[config.mk]
export PLATFORM = sky130hd
export DESIGN_NAME = updown_counter_p
export DESIGN_NICKNAME = d
export VERILOG_FILES = /design/src/rtl/updown_counter_p.sv
export SDC_FILE = /design/constraint.sdc
export NUM_CORES = 1
export LEC_CHECK = 0
export CAP_MARGIN = 20
export CORE_ASPECT_RATIO = 0.8
export CORE_UTILIZATION = 44
export CTS_CLUSTER_SIZE = 30
export DETAILED_ROUTE_END_ITERATION = 12
export PLACE_DENSITY = 0.88
export SYNTH_ARGS = -nofsm -noshare
export SYNTH_HDL_FRONTEND = slang
export SYNTH_SLANG_ARGS = --single-unit
[constraint.sdc]
create_clock -name clk -period 2 [get_ports clk]
set_clock_uncertainty 0.15 [all_clocks]
set_input_delay 0.2 -clock clk [delete_from_list [all_inputs] [get_ports clk]]
set_output_delay 0.2 -clock clk [all_outputs]
set_load 0.05 [all_outputs]
[src/rtl/updown_counter_p.sv]
// updown_counter_p -- modulo-(MAX_VAL+1) up/down counter with load, wrap or saturate, and
// overflow/underflow flags.
//
// Parameters:
//   WIDTH   : counter width in bits (2..32)
//   MAX_VAL : top count; the counter runs modulo MAX_VAL+1
//   STEP    : amount added or subtracted on each enabled cycle (1..MAX_VAL)
//
// Ports:
//   clk       : clock, all state changes on the rising edge
//   rst       : asynchronous active-low reset (c, ovf, unf -> 0)
//   en        : count enable
//   up        : direction, 1 = up, 0 = down
//   load      : synchronous load strobe, has priority over en
//   load_val  : value to load, clamped to MAX_VAL
//   sat_mode  : 1 = saturate at the bounds, 0 = wrap
//   clr_flags : clears sticky ovf/unf (ignored unless sticky flags are built in)
//   c         : registered count
//   tc        : terminal count, combinational (c at the bound in the current direction)
//   ovf       : registered overflow flag
//   unf       : registered underflow flag
//
// Build option:
//   UPDN_STICKY_FLAGS_EN defined   : ovf/unf hold until clr_flags; a new event on the same
//                                    edge as clr_flags wins.
//   UPDN_STICKY_FLAGS_EN undefined : ovf/unf are one-cycle pulses after the event edge.

module updown_counter_p #(
   parameter int unsigned      WIDTH   = 8,
   parameter logic [WIDTH-1:0] MAX_VAL = {WIDTH{1'b1}},
   parameter logic [WIDTH-1:0] STEP    = {{(WIDTH-1){1'b0}}, 1'b1}
) (
   input  logic             clk,
   input  logic             rst,
   input  logic             en,
   input  logic             up,
   input  logic             load,
   input  logic [WIDTH-1:0] load_val,
   input  logic             sat_mode,
   input  logic             clr_flags,
   output logic [WIDTH-1:0] c,
   output logic             tc,
   output logic             ovf,
   output logic             unf
);

   logic [WIDTH-1:0] r_c;
   logic             r_ovf;
   logic             r_unf;

   // All range arithmetic is done one bit wider so c+STEP and MAX_VAL+1 cannot overflow.
   logic [WIDTH:0] w_one;
   logic [WIDTH:0] w_c_ext;
   logic [WIDTH:0] w_max_ext;
   logic [WIDTH:0] w_step_ext;
   logic [WIDTH:0] w_ld_ext;
   logic [WIDTH:0] w_sum;
   logic [WIDTH:0] w_up_wrap;
   logic [WIDTH:0] w_dn_wrap;
   logic           w_up_over;
   logic           w_dn_under;
   logic [WIDTH:0] w_c_nxt_ext;
   logic           w_ovf_evt;
   logic           w_unf_evt;
   logic           w_unused;

   assign w_one      = {{WIDTH{1'b0}}, 1'b1};
   assign w_c_ext    = {1'b0, r_c};
   assign w_max_ext  = {1'b0, MAX_VAL};
   assign w_step_ext = {1'b0, STEP};
   assign w_ld_ext   = {1'b0, load_val};

   assign w_sum      = w_c_ext + w_step_ext;
   assign w_up_over  = (w_sum > w_max_ext);
   assign w_dn_under = (w_c_ext < w_step_ext);
   // Wrapped results: c+STEP-(MAX_VAL+1) going up, c+(MAX_VAL+1)-STEP going down.
   assign w_up_wrap  = w_sum - w_max_ext - w_one;
   assign w_dn_wrap  = w_c_ext + w_max_ext + w_one - w_step_ext;

   always_comb begin
      w_c_nxt_ext = w_c_ext;
      w_ovf_evt   = 1'b0;
      w_unf_evt   = 1'b0;
      if (load) begin
         w_c_nxt_ext = (w_ld_ext > w_max_ext) ? w_max_ext : w_ld_ext;
      end else if (en) begin
         if (up) begin
            if (w_up_over) begin
               w_ovf_evt   = 1'b1;
               w_c_nxt_ext = sat_mode ? w_max_ext : w_up_wrap;
            end else begin
               w_c_nxt_ext = w_sum;
            end
         end else begin
            if (w_dn_under) begin
               w_unf_evt   = 1'b1;
               w_c_nxt_ext = sat_mode ? '0 : w_dn_wrap;
            end else begin
               w_c_nxt_ext = w_c_ext - w_step_ext;
            end
         end
      end
   end

   always_ff @(posedge clk or negedge rst) begin
      if (!rst) begin
         r_c   <= '0;
         r_ovf <= 1'b0;
         r_unf <= 1'b0;
      end else begin
         r_c <= w_c_nxt_ext[WIDTH-1:0];
`ifdef UPDN_STICKY_FLAGS_EN
         // Set wins over clear so an event coinciding with clr_flags is not lost.
         r_ovf <= w_ovf_evt | (r_ovf & ~clr_flags);
         r_unf <= w_unf_evt | (r_unf & ~clr_flags);
`else
         r_ovf <= w_ovf_evt;
         r_unf <= w_unf_evt;
`endif
      end
   end

   // Top bit of the next value is always 0 (result <= MAX_VAL); clr_flags is only
   // consumed in the sticky build.
   assign w_unused = ^{clr_flags, w_c_nxt_ext[WIDTH]};

   assign c   = r_c;
   assign ovf = r_ovf;
   assign unf = r_unf;
   assign tc  = up ? (r_c == MAX_VAL) : (r_c == '0);

endmodule

== After elaboration in Yosys (flattened, before gate mapping) ==
Index checks and enable logic that the tools add are counted.
Word-level totals
  bits in registers: 10
  input bits: 15
  output and inout bits: 11
  logic and storage cells: 33
Operators by class
  $add $sub $neg: 7
  order comparisons: 3
  equality and inequality tests: 1
  mux-type cells: 17
  reductions and logical operators: 2
Operators with widths (count)
  $mux W8: 8
  $sub A8 B1 Y8 const B: 3
  $add A8 B1 Y9 const B: 1
  $gt A9 B8 Y1 const B: 1
  $mux W1: 9
  $add A8 B1 Y8 const B: 1
  $add A8 B8 Y8 const B: 1
  $eq A8 B8 Y1 const B: 1
  $gt A8 B8 Y1 const B: 1
  $logic_not A8 Y1: 1
  $lt A8 B1 Y1 const B: 1
  $sub A8 B8 Y8 const B: 1
  $reduce_bool A2 Y1: 1

== Longest topological paths before layout ==
  word-level depth: 8
  mapped depth: 8
  depth with buffers taken out: 7

== Worst setup path after synthesis ==
No wires, ideal clock.
  kind: register to output
  start: register r_c[1] (netlist: c[1])
  end: output tc
  arrival time: 2.429 ns
  data required time: 1.650 ns
  path slack: -0.779 ns
  stages on the path, launching flop included: 5
  buffers on the path: 0
  cell sequence: dfrtp_1 > ha_1 > and4_1 > nand4_1 > o21ai_0
On the way
  longest elaborated chain between the ends: 2
  elaborated cells between the ends (all ways): 3
  those cells by class: eq/ne (1); mux (1); reduce/logical (1)
Ends and longest elaborated chain
  start, declared: RTL line 47  | logic [WIDTH-1:0] r_c;
  start signal, assigned: RTL line 111  | r_c <= w_c_nxt_ext[WIDTH-1:0];
  $eq A8 B8 Y1 or $logic_not A8 Y1 (tied branches): RTL line 130  | assign tc = up ? (r_c == MAX_VAL) : (r_c == '0);
  $mux W1 *: RTL line 130
  end, declared: RTL line 42  | output logic tc,
Mark *: on every way between the ends. The rest lies on a longest branch, timed or not.

== Final worst setup path ==
  start: register r_c[1] (netlist: c[1])
  end: register r_c[7] (netlist: c[7])
On the way
  longest elaborated chain between the ends: 8
  elaborated cells between the ends (all ways): 16
  those cells by class: add/sub (7); order compare (2); mux (7)
Ends and longest elaborated chain
  $add A8 B8 Y8 or $add A8 B1 Y9 (tied branches): RTL line 78, 73
  $add A8 B1 Y8 or $sub A8 B8 Y8 (tied branches): RTL line 78, 77
  $sub A8 B1 Y8, on equally long branches: RTL line 78, 77
  $mux W8, on equally long branches: RTL line 97, 90
  $mux W8, on equally long branches: RTL line 95, 88
  $mux W8 *: RTL line 87  | if (up) begin
  $mux W8 *: RTL line 86  | end else if (en) begin
  $mux W8 *: RTL line 84  | if (load) begin
Mark *: on every way between the ends. The rest lies on a longest branch, timed or not. The select of a mux whose other input is x is not followed.
A chain may end at the register's enable or synchronous reset.

==> impl_metrics.ini <==
[logic_synthesis]
synth_top_family_by_area = simple AND/OR/NAND/NOR gates
synthSimpleGateAreaFrac_pct = 28.9
netlist_area_mm2 = 0.00101
synth-xor-area-share_pct = 8.67
synth_compound_area_share_pct = 24.0
synth_fa_ha_area_share_pct = 4.96
yosysTopAreaCell = dfrtp_1
syn_nets = 142
yosys_warnings = 0
synth_top_area_share_pct = 24.8
synth-seq-cells = 10
synth_top_flop_cell = dfrtp_1
synth_edf_count = 0
synth.mux.area_fraction_pct = 0
ys_types = 38
synthCells = 123
yosysSeqAreaShare_pct = 24.8
synth_area_leaders = dfrtp_1 (25%), nor2_1 (8.2%), a21oi_2 (6.9%)
syn_area_per_cell_um2 = 8.21
async_flop_share_pct = 100

[pwr]
peakVddDrop_mv = 0.459
power.density_mw_per_mm2 = 584
power_mw = 0.860
leakage_nw = 0.579

[global_route]
overflow = 0
grt_antenna_before_repair = 0
grt_first_pass_wirelength_um = 4730
grt_pass1_vias = 983
grt_use_total_pct = 25.4
grt_max_degree = 17

[die]
core_mm2 = 0.00216
fp.dieH_um = 44.8
io_pins = 26
die_area_mm2 = 0.00249
start_util_pct = 46.8
fp-row-count = 15
fp.dieW_um = 55.6

[route]
met1_length_um = 1290
route.detailed.drc = 0
wl_met2_um = 1440
via_per_inst = 5.73
route.met3.wl_um = 176
antenna_left = 0
dr.pass1.iters = 4
wl_per_cell_um = 16.1
maxUsedRoutingLayer = met4
drt_wl_total_um = 2980
dr_total_vias = 1060
drtIter0Drc = 47

[setup_path]
cp_max_fo = 4
cp-startpoint = c[1]
critPathArrivalTime_ns = 2.11
worstSetupPathType = reg2reg
regToRegStartpoint = c[1]
worst_setup_path_end_kind = register
cp.required_ns = 2.05
crit_path_start_kind = register

[run_status]
failed_checks = setup timing
status = complete, but fails checks

[final_layout]
layout_commonest_cell = buf_4
diodes = 0
layout_common_cells = buf_4 (25), nor2_1 (22), clkdlybuf4s50_1 (15)
nNetsFinal = 180
layout-drive-gt1-share_pct = 40.0
fillCellCount = 184
syn_to_final_growth_pct = 46.0

[clocking]
root_buffer = clkbuf_4
cts_buffers = 3
postCtsHoldBufs = 0
cts_sinks = 10
insertion_delay_ns = 0.28
h-tree-depth = 1
clkTransAtPathRegs_ns = 0.08
tritoncts = done
clock_path_buffers = 2

[sta]
fin_tns_setup_ns = -0.357
fin_ws_ns = -0.0586
rsz0062_at_grt = true
max_freq_mhz = 486
hold_viol = 0
relSlewSlack_pct = 65.6
worst_pin_slew_ns = 0.514
timing.final.crit_share_pct = 103
layout_min_cycle_time_ns = 2.06
slew_viol_final = 0
setup_viol = 10

[placed_design]
post-dp-hpwl_um = 2070
dp_slack_ns = -0.0212
port_buffers = 24
place.gp.congestion = 0.963

[worst_hold_path]
hold_path_class = in2async

[flow_run]
maxCapViolations = 0
-- power by group --
group | internal [mW] | switching (mW)
Sequential | 0.222 | 0.0410
Combinational | 0.195 | 0.245
Clock | 0.0774 | 0.0796
-- per-layer routing --
| layer | up-vias | global-route usage (%) |
|---|---|---|
| met3 | 10 | 6.30 |
| met1 | 492 | 30.3 |
| met5 | - | 0 |
| met2 | 50 | 45.3 |
| met4 | 0 | 9.50 |
| li1 | 508 | - |
-- synthesized netlist by cell type, types with 2 or more instances --
| library cell | n |
|---|---|
| inv_1 | 4 |
| buf_2 | 4 |
| xnor2_1 | 4 |
| xor2_1 | 6 |
| a21oi_2 | 8 |
| nand4_1 | 4 |
| ha_1 | 4 |
| nand3_1 | 3 |
| nor3_1 | 4 |
| dfrtp_1 | 10 |
| nand2_1 | 5 |
| clkbuf_1 | 4 |
| nor2_1 | 22 |
| a2bb2oi_1 | 3 |
| buf_6 | 2 |
| a21oi_1 | 12 |
| nor3_4 | 2 |
| buf_4 | 2 |
-- final timing paths --
check	endpoint	slack, ns	cells after the start
min in group clk	c[1]	0.41	3
worst min register to register	unf	0.51	3
worst min-delay path	c[3]	0.11	1
max in group asynchronous	c[1]	1.22	1
worst max-delay path	c[7]	-0.06	9
worst max register to register	c[7]	-0.06	9
-- state kept, by name (all words and copies together), names as in the netlist --
signal / cells
unf: 1
c: 8
ovf: 1
-- metrics by stage --
step / utilization, % / hold slack [ns] / std cells / cell area [um^2]
3_3_place_gp: 62.2 / 0.409 / 176 / 1340
5_1_grt: 68.3 / 0.146 / 185 / 1470
4_1_cts: 66.0 / 0.130 / 183 / 1430
2_1_floorplan: - / -0.246 / 123 / 1050
6_report: 68.3 / 0.106 / 185 / 1470
3_5_place_dp: 62.2 / 0.425 / 176 / 1340
-- cells by family after synthesis --
kind of cell	count (synthesis)
AO/OA/AOI/OAI	33
flip-flops	10
XOR/XNOR	10
AND/OR/NAND/NOR	50
buffers and inverters	16
adder cells (fa/ha/maj)	4
-- final cells by class --
class,instances,area (um^2),share of cell area (%)
multi-input combinational,97,737,50.0
inverter,4,22.5,1.53
timing repair buffer,45,403,27.3
clock buffer,4,26.3,1.78
sequential,10,254,17.2
tap,25,31.3,2.12
-- worst max-delay path: stages, from the launching register on --
cell and delay (ns):
dfrtp_2 0.43, buf_6 0.13, inv_6 0.03, ha_4 0.25
nor4bb_2 0.18, nand4_1 0.18, a211oi_2 0.29, nor3_4 0.07
buf_6 0.14, a21oi_2 0.11
-- timing repair --
action                     in CTS  in global routing
pin swaps                       0                  2
setup endpoints to repair       9                 10
buffers inserted                3                  2
gates resized for setup         7                  7
No activity file was read; power rests on OpenSTA's default activity.
==> RTL change, RTL diff (config.mk and constraints unchanged) <==
The option `UPDN_STICKY_FLAGS_EN` is turned on by a define.
--- a/src/rtl/updown_counter_p.sv
+++ b/src/rtl/updown_counter_p.sv
@@ -26,2 +26,4 @@
 //   UPDN_STICKY_FLAGS_EN undefined : ovf/unf are one-cycle pulses after the event edge.
+
+`define UPDN_STICKY_FLAGS_EN
 
Formal check against the unedited RTL: not equivalent (a bounded check fails within 4 cycles, from zero or initial values and one cycle with rst low).
==> RTL change against the unedited design <==
- largest cell class unchanged
- critical path depth shrank 2
- wire length grew 18%
- utilization grew 3.3 points
- final area grew 6.7%
- global-route usage grew 1.9 points
- critical endpoint is now c[1]
- setup slack lost 20 ps
- combinational power grew 7.0%
- synthesized area grew 4.1%
- sequential cell count is the same
- die area grew 3.9%
- via count grew 17%
- the flow still finishes with violations (setup timing)
- largest power group unchanged
- critical path type unchanged
- worst hold slack lost 4.7 ps
- power grew 5.2%
- highest routed layer unchanged
==> RTL change: results <==
{
  "status": "finished, violations left",
  "synth-compound-area-share": 0.275,
  "violations": "setup timing",
  "dp_hpwl_mm": 2.49,
  "reg2regPathDepth": 7,
  "cp_slowest_cell": "or4_4",
  "vias": 1235,
  "synthAdderAreaFrac": 0.0476,
  "power_switching_mw": 0.371,
  "wl_met2_mm": 1.60,
  "use_met3": 0.0369,
  "ir_drop_mv": 0.423,
  "place_area_mm2": 0.00144,
  "drive_above_1_share": 0.356,
  "arrival_ps": 2080,
  "setup_viol": 6,
  "layout_setup_ws_ps": -78.8,
  "grt.total_usage": 0.272,
  "synth-xor-area-share": 0.0333,
  "ys_top_cells_by_count": "a21oi_1 (13), nand2_1 (12), nor2_1 (12)",
  "routabilityCongestion": 0.930,
  "synthDistinctLibCells": 46,
  "crit_family": "simple AND/OR/NAND/NOR gates",
  "grt_use_met2": 0.459,
  "met1_length_mm": 1.54,
  "worst_hold_slack_ps": 102,
  "synthMuxAreaShare": 0.0476,
  "slew-limit-headroom": 0.664,
  "wirelength_mm": 3.53,
  "io_buffer_count": 25,
  "timing.rr.start": "c[6]",
  "n_fill_cell": 168,
  "seq_area_frac_synth": 0.238,
  "nNetsFinal": 194,
  "regToRegEndpoint": "c[1]",
  "grt_use_met1": 0.355,
  "p_leak_nw": 0.672,
  "synth_fp_nets": 149,
  "synthTopCellsByArea": "dfrtp_1 (24%), a21oi_1 (6.2%), ha_1 (4.8%)",
  "fin_setup_tns_ps": -357,
  "grt_pass1_vias": 1102,
  "drt_iter0_markers": 77
}
RTL change: how the worst max path moves through the flow:
| stage | startpoint | to | slack, ps | cells after the start |
|---|---|---|---|---|
| detailed placement | c[1] | ovf | -50 | 6 |
| floorplan | c[6] | c[7] | -240 | 7 |
| CTS | c[5] | c[7] | -70 | 6 |
| global placement | c[6] | c[0] | 60 | 5 |
| global route | c[6] | c[1] | -120 | 7 |
| finish | c[6] | c[1] | -80 | 7 |
RTL change: what timing repair did:
item / 4_1_cts / 5_1_grt
endpoints found under the setup margin: 3 / 12
pin swaps: 6 / 6
resized for setup: 4 / 9
buffers inserted: 3 / 0
RTL change: power by group through the flow:
stage	clock, mW	sequential [mW]	combinational [mW]
2_1_floorplan	0	0.318	0.199
3_3_place_gp	0	0.244	0.421
3_5_place_dp	0	0.246	0.433
4_1_cts	0.193	0.242	0.455
5_1_grt	0.199	0.246	0.497
6_report	0.191	0.243	0.471
RTL change: layout make-up:
| class | count | area [um2] | area share |
|---|---|---|---|
| multi-input cells | 105 | 779 | 0.496 |
| well taps | 25 | 31.3 | 0.0199 |
| inverters | 5 | 18.8 | 0.0119 |
| repair buffers | 50 | 450 | 0.286 |
| clock buffers | 4 | 36.3 | 0.0231 |
| flip-flops and latches | 10 | 256 | 0.163 |
RTL change: stage by stage:
step	std cells	worst slack [ps]	total power, mW
5_1_grt	199	-116	0.942
2_1_floorplan	130	-241	0.517
6_report	199	-78.8	0.905
4_1_cts	199	-71.1	0.890
3_3_place_gp	192	58.2	0.666
3_5_place_dp	192	-45.2	0.679
